===== config.mk =====
export PLATFORM = sky130hd
export DESIGN_NAME = alu_issue_stage
export DESIGN_NICKNAME = d
export VERILOG_FILES = /design/src/rtl/alu_pkg.sv /design/src/rtl/alu_issue_stage.sv
export SDC_FILE = /design/constraint.sdc
export NUM_CORES = 1
export LEC_CHECK = 0
export ABC_AREA = 0
export BUFFER_PORTS_ARGS = -buffer_cell sky130_fd_sc_hd__buf_2
export CAP_MARGIN = 30
export CORE_MARGIN = 10
export CORE_UTILIZATION = 49
export DETAILED_ROUTE_END_ITERATION = 7
export HOLD_SLACK_MARGIN = 0.03
export PLACE_DENSITY = 0.79
export SLEW_MARGIN = 0
export SYNTH_ARGS = -nofsm -noshare
export SYNTH_HDL_FRONTEND = slang
export SYNTH_SLANG_ARGS = --single-unit

===== constraint.sdc =====
create_clock -name clk -period 1.9 [get_ports clk]
set_input_delay 0.285 -clock clk [delete_from_list [all_inputs] [get_ports clk]]
set_output_delay 0.285 -clock clk [all_outputs]
set_load 0.05 [all_outputs]

===== src/rtl/alu_pkg.sv =====
// Shared definitions for the ALU issue stage: opcode map, FSM encoding and
// the fixed response used when a divide by zero is trapped.
package alu_pkg;

  // 4-bit ALU opcode map
  localparam logic [3:0] OP_ADD = 4'b0000;
  localparam logic [3:0] OP_SUB = 4'b0001;
  localparam logic [3:0] OP_MUL = 4'b0010;
  localparam logic [3:0] OP_DIV = 4'b0011;
  localparam logic [3:0] OP_AND = 4'b0100;
  localparam logic [3:0] OP_OR  = 4'b0101;
  localparam logic [3:0] OP_XOR = 4'b0110;
  localparam logic [3:0] OP_NOT = 4'b0111;
  localparam logic [3:0] OP_SHL = 4'b1000;
  localparam logic [3:0] OP_SHR = 4'b1001;
  localparam logic [3:0] OP_ROL = 4'b1010;
  localparam logic [3:0] OP_ROR = 4'b1011;
  localparam logic [3:0] OP_INC = 4'b1100;
  localparam logic [3:0] OP_DEC = 4'b1101;
  localparam logic [3:0] OP_LT  = 4'b1110;
  localparam logic [3:0] OP_EQ  = 4'b1111;

  // Result presented when a divide by zero is trapped
  localparam logic [7:0] DIVZ_RESULT = 8'hFF;

  // Issue-stage sequencing states
  typedef enum logic [1:0] {
    StIdle = 2'b00,
    StExec = 2'b01,
    StResp = 2'b10
  } state_e;

  // True when a command would divide by zero
  function automatic logic is_div_zero(input logic [3:0] op, input logic [7:0] b);
    return (op == OP_DIV) && (b == 8'h00);
  endfunction

endpackage


===== src/rtl/alu_issue_stage.sv =====
// Issue/sequencing stage in front of the 8-bit combinational ALU. Registers
// operands for one EXEC cycle, captures the ALU result into a held response,
// chains results through an accumulator and traps divide by zero.
module alu_issue_stage
  import alu_pkg::*;
#(
  parameter int unsigned TAG_W = 4,
  parameter int unsigned CNT_W = 16
) (
  input  logic             clk,
  input  logic             rst_n,
  // command channel
  input  logic             cmd_valid,
  output logic             cmd_ready,
  input  logic [3:0]       cmd_op,
  input  logic [7:0]       cmd_a,
  input  logic [7:0]       cmd_b,
  input  logic             cmd_use_acc,
  input  logic [TAG_W-1:0] cmd_tag,
  // ALU interface
  output logic [7:0]       alu_a,
  output logic [7:0]       alu_b,
  output logic [3:0]       alu_op,
  input  logic [7:0]       alu_result,
  input  logic             alu_carry,
  // response channel
  output logic             rsp_valid,
  input  logic             rsp_ready,
  output logic [7:0]       rsp_result,
  output logic             rsp_carry,
  output logic             rsp_zero,
  output logic             rsp_err,
  output logic [TAG_W-1:0] rsp_tag,
  // status
  output logic [7:0]       acc_value,
  output logic [CNT_W-1:0] rsp_count
);

  state_e           state_q;
  logic             ready_en_q;  // holds cmd_ready low for the first cycle out of reset
  logic [TAG_W-1:0] tag_q;
  logic             divz_q;

  logic       cmd_fire;
  logic       rsp_fire;
  logic [7:0] op_a_sel;
  logic [7:0] cap_result;
  logic       cap_carry;

  // Handshake qualifiers and operand-A selection
  always_comb begin
    cmd_fire = cmd_valid && cmd_ready;
    rsp_fire = rsp_valid && rsp_ready;
    op_a_sel = cmd_use_acc ? acc_value : cmd_a;
  end

  // Command acceptance: open in IDLE, follows rsp_ready in RESP so a new
  // command can load on the same edge the old response retires
  always_comb begin
    cmd_ready = 1'b0;
    unique case (state_q)
      StIdle:  cmd_ready = ready_en_q;
      StExec:  cmd_ready = 1'b0;
      StResp:  cmd_ready = rsp_ready;
      default: cmd_ready = 1'b0;
    endcase
  end

  // Response values formed from the ALU outputs during EXEC
  always_comb begin
    cap_result = divz_q ? DIVZ_RESULT : alu_result;
    cap_carry  = (!divz_q && (alu_op == OP_ADD)) ? alu_carry : 1'b0;
  end

  // Sequencing FSM and response-valid flag
  always_ff @(posedge clk or negedge rst_n) begin
    if (!rst_n) begin
      state_q    <= StIdle;
      ready_en_q <= 1'b0;
      rsp_valid  <= 1'b0;
    end else begin
      ready_en_q <= 1'b1;
      unique case (state_q)
        StIdle: begin
          if (cmd_fire) begin
            state_q <= StExec;
          end
        end
        StExec: begin
          rsp_valid <= 1'b1;
          state_q   <= StResp;
        end
        StResp: begin
          if (rsp_ready) begin
            rsp_valid <= 1'b0;
            state_q   <= cmd_valid ? StExec : StIdle;
          end
        end
        default: begin
          rsp_valid <= 1'b0;
          state_q   <= StIdle;
        end
      endcase
    end
  end

  // Operand registers: only change on an accepted command, so the ALU
  // inputs stay quiet outside EXEC
  always_ff @(posedge clk or negedge rst_n) begin
    if (!rst_n) begin
      alu_a  <= 8'h00;
      alu_b  <= 8'h00;
      alu_op <= 4'h0;
      tag_q  <= '0;
      divz_q <= 1'b0;
    end else if (cmd_fire) begin
      alu_a  <= op_a_sel;
      alu_b  <= cmd_b;
      alu_op <= cmd_op;
      tag_q  <= cmd_tag;
      divz_q <= is_div_zero(cmd_op, cmd_b);
    end
  end

  // Response capture at the end of EXEC; held until the next capture
  always_ff @(posedge clk or negedge rst_n) begin
    if (!rst_n) begin
      rsp_result <= 8'h00;
      rsp_carry  <= 1'b0;
      rsp_zero   <= 1'b0;
      rsp_err    <= 1'b0;
      rsp_tag    <= '0;
    end else if (state_q == StExec) begin
      rsp_result <= cap_result;
      rsp_carry  <= cap_carry;
      rsp_zero   <= (cap_result == 8'h00);
      rsp_err    <= divz_q;
      rsp_tag    <= tag_q;
    end
  end

  // Accumulator follows the last non-trapped result
  always_ff @(posedge clk or negedge rst_n) begin
    if (!rst_n) begin
      acc_value <= 8'h00;
    end else if ((state_q == StExec) && !divz_q) begin
      acc_value <= cap_result;
    end
  end

  // Completed-response counter, wraps silently
  always_ff @(posedge clk or negedge rst_n) begin
    if (!rst_n) begin
      rsp_count <= '0;
    end else if (rsp_fire) begin
      rsp_count <= rsp_count + CNT_W'(1);
    end
  end

endmodule


==> impl_metrics.toml <==
[logic_synthesis]
postSynthCellCount = 234
synth_compound_area_share_pct = 4.710
ys_seq_area_share_pct = 62.19
yosys_register_bits = 68
synthAdderAreaFrac_pct = 0.4572
synth_nets = 273
synthMuxAreaShare_pct = 10.29
yosys.area_share.simple_pct = 15.55
synth.yosys.warnings = 0
syn_area_sq_mm = 0.002736
synth_cell_types = 27
synth_top_family_by_area = "simple AND/OR/NAND/NOR gates"
synth_xor_area_share_pct = 4.801
syn_area_per_cell_sq_um = 11.69

[detailed_routing]
num_vias = 2137
drt-pass1-iter-count = 4
final_antenna_net_count = 0
drt_iter0_markers = 64
totalWireLength_um = 6669
drc = 0
routedWlPerCell_um = 15.95
via_per_inst = 5.112

[die]
ios = 99
num_rows = 27
dieWidth_um = 94.73
dieArea_sq_mm = 0.008974
die_y_um = 94.73
start_util_pct = 50.00
core_sq_mm = 0.005473

[worst_setup_path]
slowest_stage = "dfrtp_1"
rr_worst_depth = 4
startpoint_type = "flip-flop"
worstPathArrival_ns = 1.43
ff2ff_setup_slack_ns = 0.34
end_kind = "primary output"
r2r-start = "state_q[1]$_DFFE_PN0P_"
crit_type = "flip-flop to primary output"
worstPathRequired_ns = 1.62
crit_fanout = 5
timing.rr.end = "alu_op[1]$_DFFE_PN0P_"
cpPeakStageDelay_ns = 0.41
crit_chain = "mux2i_1, nor2_1, buf_2"

[placed_design]
dp_hpwl_um = 5061
detailedPlace.worstSlack_ns = 0.3411
place_congestion = 0.7656
dp.cells = 401
placed_area_sq_mm = 0.003332
io_buffers = 98

[grt]
grt_max_degree = 69
overflow = 0
grt_pass1_wl_um = 10470
track_usage_pct = 15.10
antenna_found_initial = 0
grt_pass1_vias = 2155

[timing]
min_period_over_period_pct = 90.00
hold_viol = 0
rsz0062_at_grt = "false"
skew_ns = 0.007523
clock.fmax_mhz = 584.8
setup_slack_ns = 0.1900
setup_tns_ns = 0
maxSlewViolCount = 0
finalCriticalPeriod_ns = 1.710
setup_viol = 0

[cts]
cts_setup_buffers = 0
clkLatencyLatePin_ns = 0.33
clk_path_buf_depth = 2
root_buffer = "clkbuf_8"
cts.reportedPaths.clkPinSlew_ns = 0.07
cts_max_level = 3
clkSinkCount = 68
cts_inserted_buffers = 9
cts_tree = "yes"
cts_resized = 0
holdBufCountCts = 1

[flow_run]
cap_violations = 0

[final_layout]
layout_commonest_cell = "buf_2"
drive_above_1_share_pct = 38.44
nets = 380
area_delta_synth_final_pct = 28.07
fin_cells = 418
fillers = 446
antenna_cells = 0
stdcell_area_sq_mm = 0.003505
layout_common_cells = "98 x buf_2, 68 x dfrtp_1, 50 x nand2_1"

[hold_path]
min_path_type = "input pin to flip-flop"
worstHoldStart = "alu_result[0]"
hold_depth = 3
min_to = "acc_value[0]$_DFFE_PN0P_"

[power_and_ir_drop]
vdd_drop_max_v = 0.001178
leakagePower_nw = 1.788
total_power_mw = 5.726
power_density_mw_per_mm2 = 1634

[outcome]
status = "complete, no violations"
[logic make-up after synthesis]
group,Yosys count
and+or+nand+nor,94
DFF,68
muxes,26
AOI/OAI and AO/OA,20
xor gates and xnor gates,15
buffers and inverters,9
adders and majority gates,1
other,1
[where the power goes]
part           switching (mW)  internal (mW)
Combinational            1.92          0.623
Clock                   0.495          0.507
Sequential              0.305           1.87
Total                    2.72           3.00
[metrics by stage]
| step | hold WS (ns) | util (%) |
|---|---|---|
| 6_report | 0.1653 | 64.04 |
| 4_1_cts | 0.1447 | 64.04 |
| 3_3_place_gp | 0.3293 | 60.88 |
| 2_1_floorplan | -0.01059 | - |
| 3_5_place_dp | 0.3299 | 60.88 |
| 5_1_grt | 0.1644 | 64.04 |
[worst max-delay path by stage]
stage          cells after the start              startpoint                        end
2_1_floorplan                      4   rsp_valid$_DFFE_PN0P_  rsp_count[11]$_DFFE_PN0P_
3_3_place_gp                       4  state_q[1]$_DFFE_PN0P_       tag_q[1]$_DFFE_PN0P_
3_5_place_dp                       4  state_q[1]$_DFFE_PN0P_      alu_op[1]$_DFFE_PN0P_
4_1_cts                            3  state_q[1]$_DFFE_PN0P_                  cmd_ready
5_1_grt                            3  state_q[1]$_DFFE_PN0P_                  cmd_ready
6_report                           3  state_q[1]$_DFFE_PN0P_                  cmd_ready
[Yosys cell counts (all sizes together)]
library cell / number / area share (%)
o21a: 1 / 0.27
mux2i: 9 / 3.3
o22a: 7 / 2.2
clkbuf: 3 / 0.41
nor2: 16 / 2.2
mux2: 17 / 7.0
nor3: 4 / 0.73
buf: 5 / 1.3
and3: 5 / 1.1
conb: 1 / 0.14
nand4b: 1 / 0.32
nand2b: 1 / 0.23
xor2: 4 / 1.3
nor2b: 1 / 0.23
dfrtp: 68 / 62
nor4: 4 / 0.91
nor3b: 1 / 0.69
a21oi: 8 / 1.5
o21ai: 4 / 0.73
nand3: 6 / 1.1
xnor2: 11 / 3.5
ha: 1 / 0.46
inv: 1 / 0.14
nand2: 50 / 6.9
nand4: 5 / 1.1
[state kept, by name (all words and copies together), names as in the netlist]
register / cells
state_q: 2
acc_value: 8
rsp_zero: 1
tag_q: 4
rsp_carry: 1
ready_en_q: 1
rsp_result: 8
rsp_valid: 1
alu_a: 8
alu_op: 4
alu_b: 8
rsp_err: 1
rsp_tag: 4
divz_q: 1
rsp_count: 16
[worst max-delay path, delay by kind of cell, from the launching register on]
family	cells	cell delay, ns
DFF	1	0.41
muxes	1	0.38
buffers and inverters	1	0.22
and+or+nand+nor	1	0.08
[area by class of cell]
cell class | count | area [sq um] | share of cell area (%)
inverter | 1 | 3.754 | 0.1071
multi-input combinational | 157 | 983.4 | 28.06
clock inverter | 2 | 10.01 | 0.2856
clock buffer | 14 | 152.6 | 4.356
tap | 72 | 90.09 | 2.571
sequential | 68 | 1702 | 48.55
timing repair buffer | 104 | 563.0 | 16.07
[metal layers]
layer  global-route usage, %  up-vias  part of all wire, %
li1                        -     1006                    -
met1                   17.13     1038                   42
met2                   23.23       84                   45
met3                   8.723        9                   12
met4                   5.611        0                  1.4
met5                       0        -                    0
(Power assumes the default switching activity.)
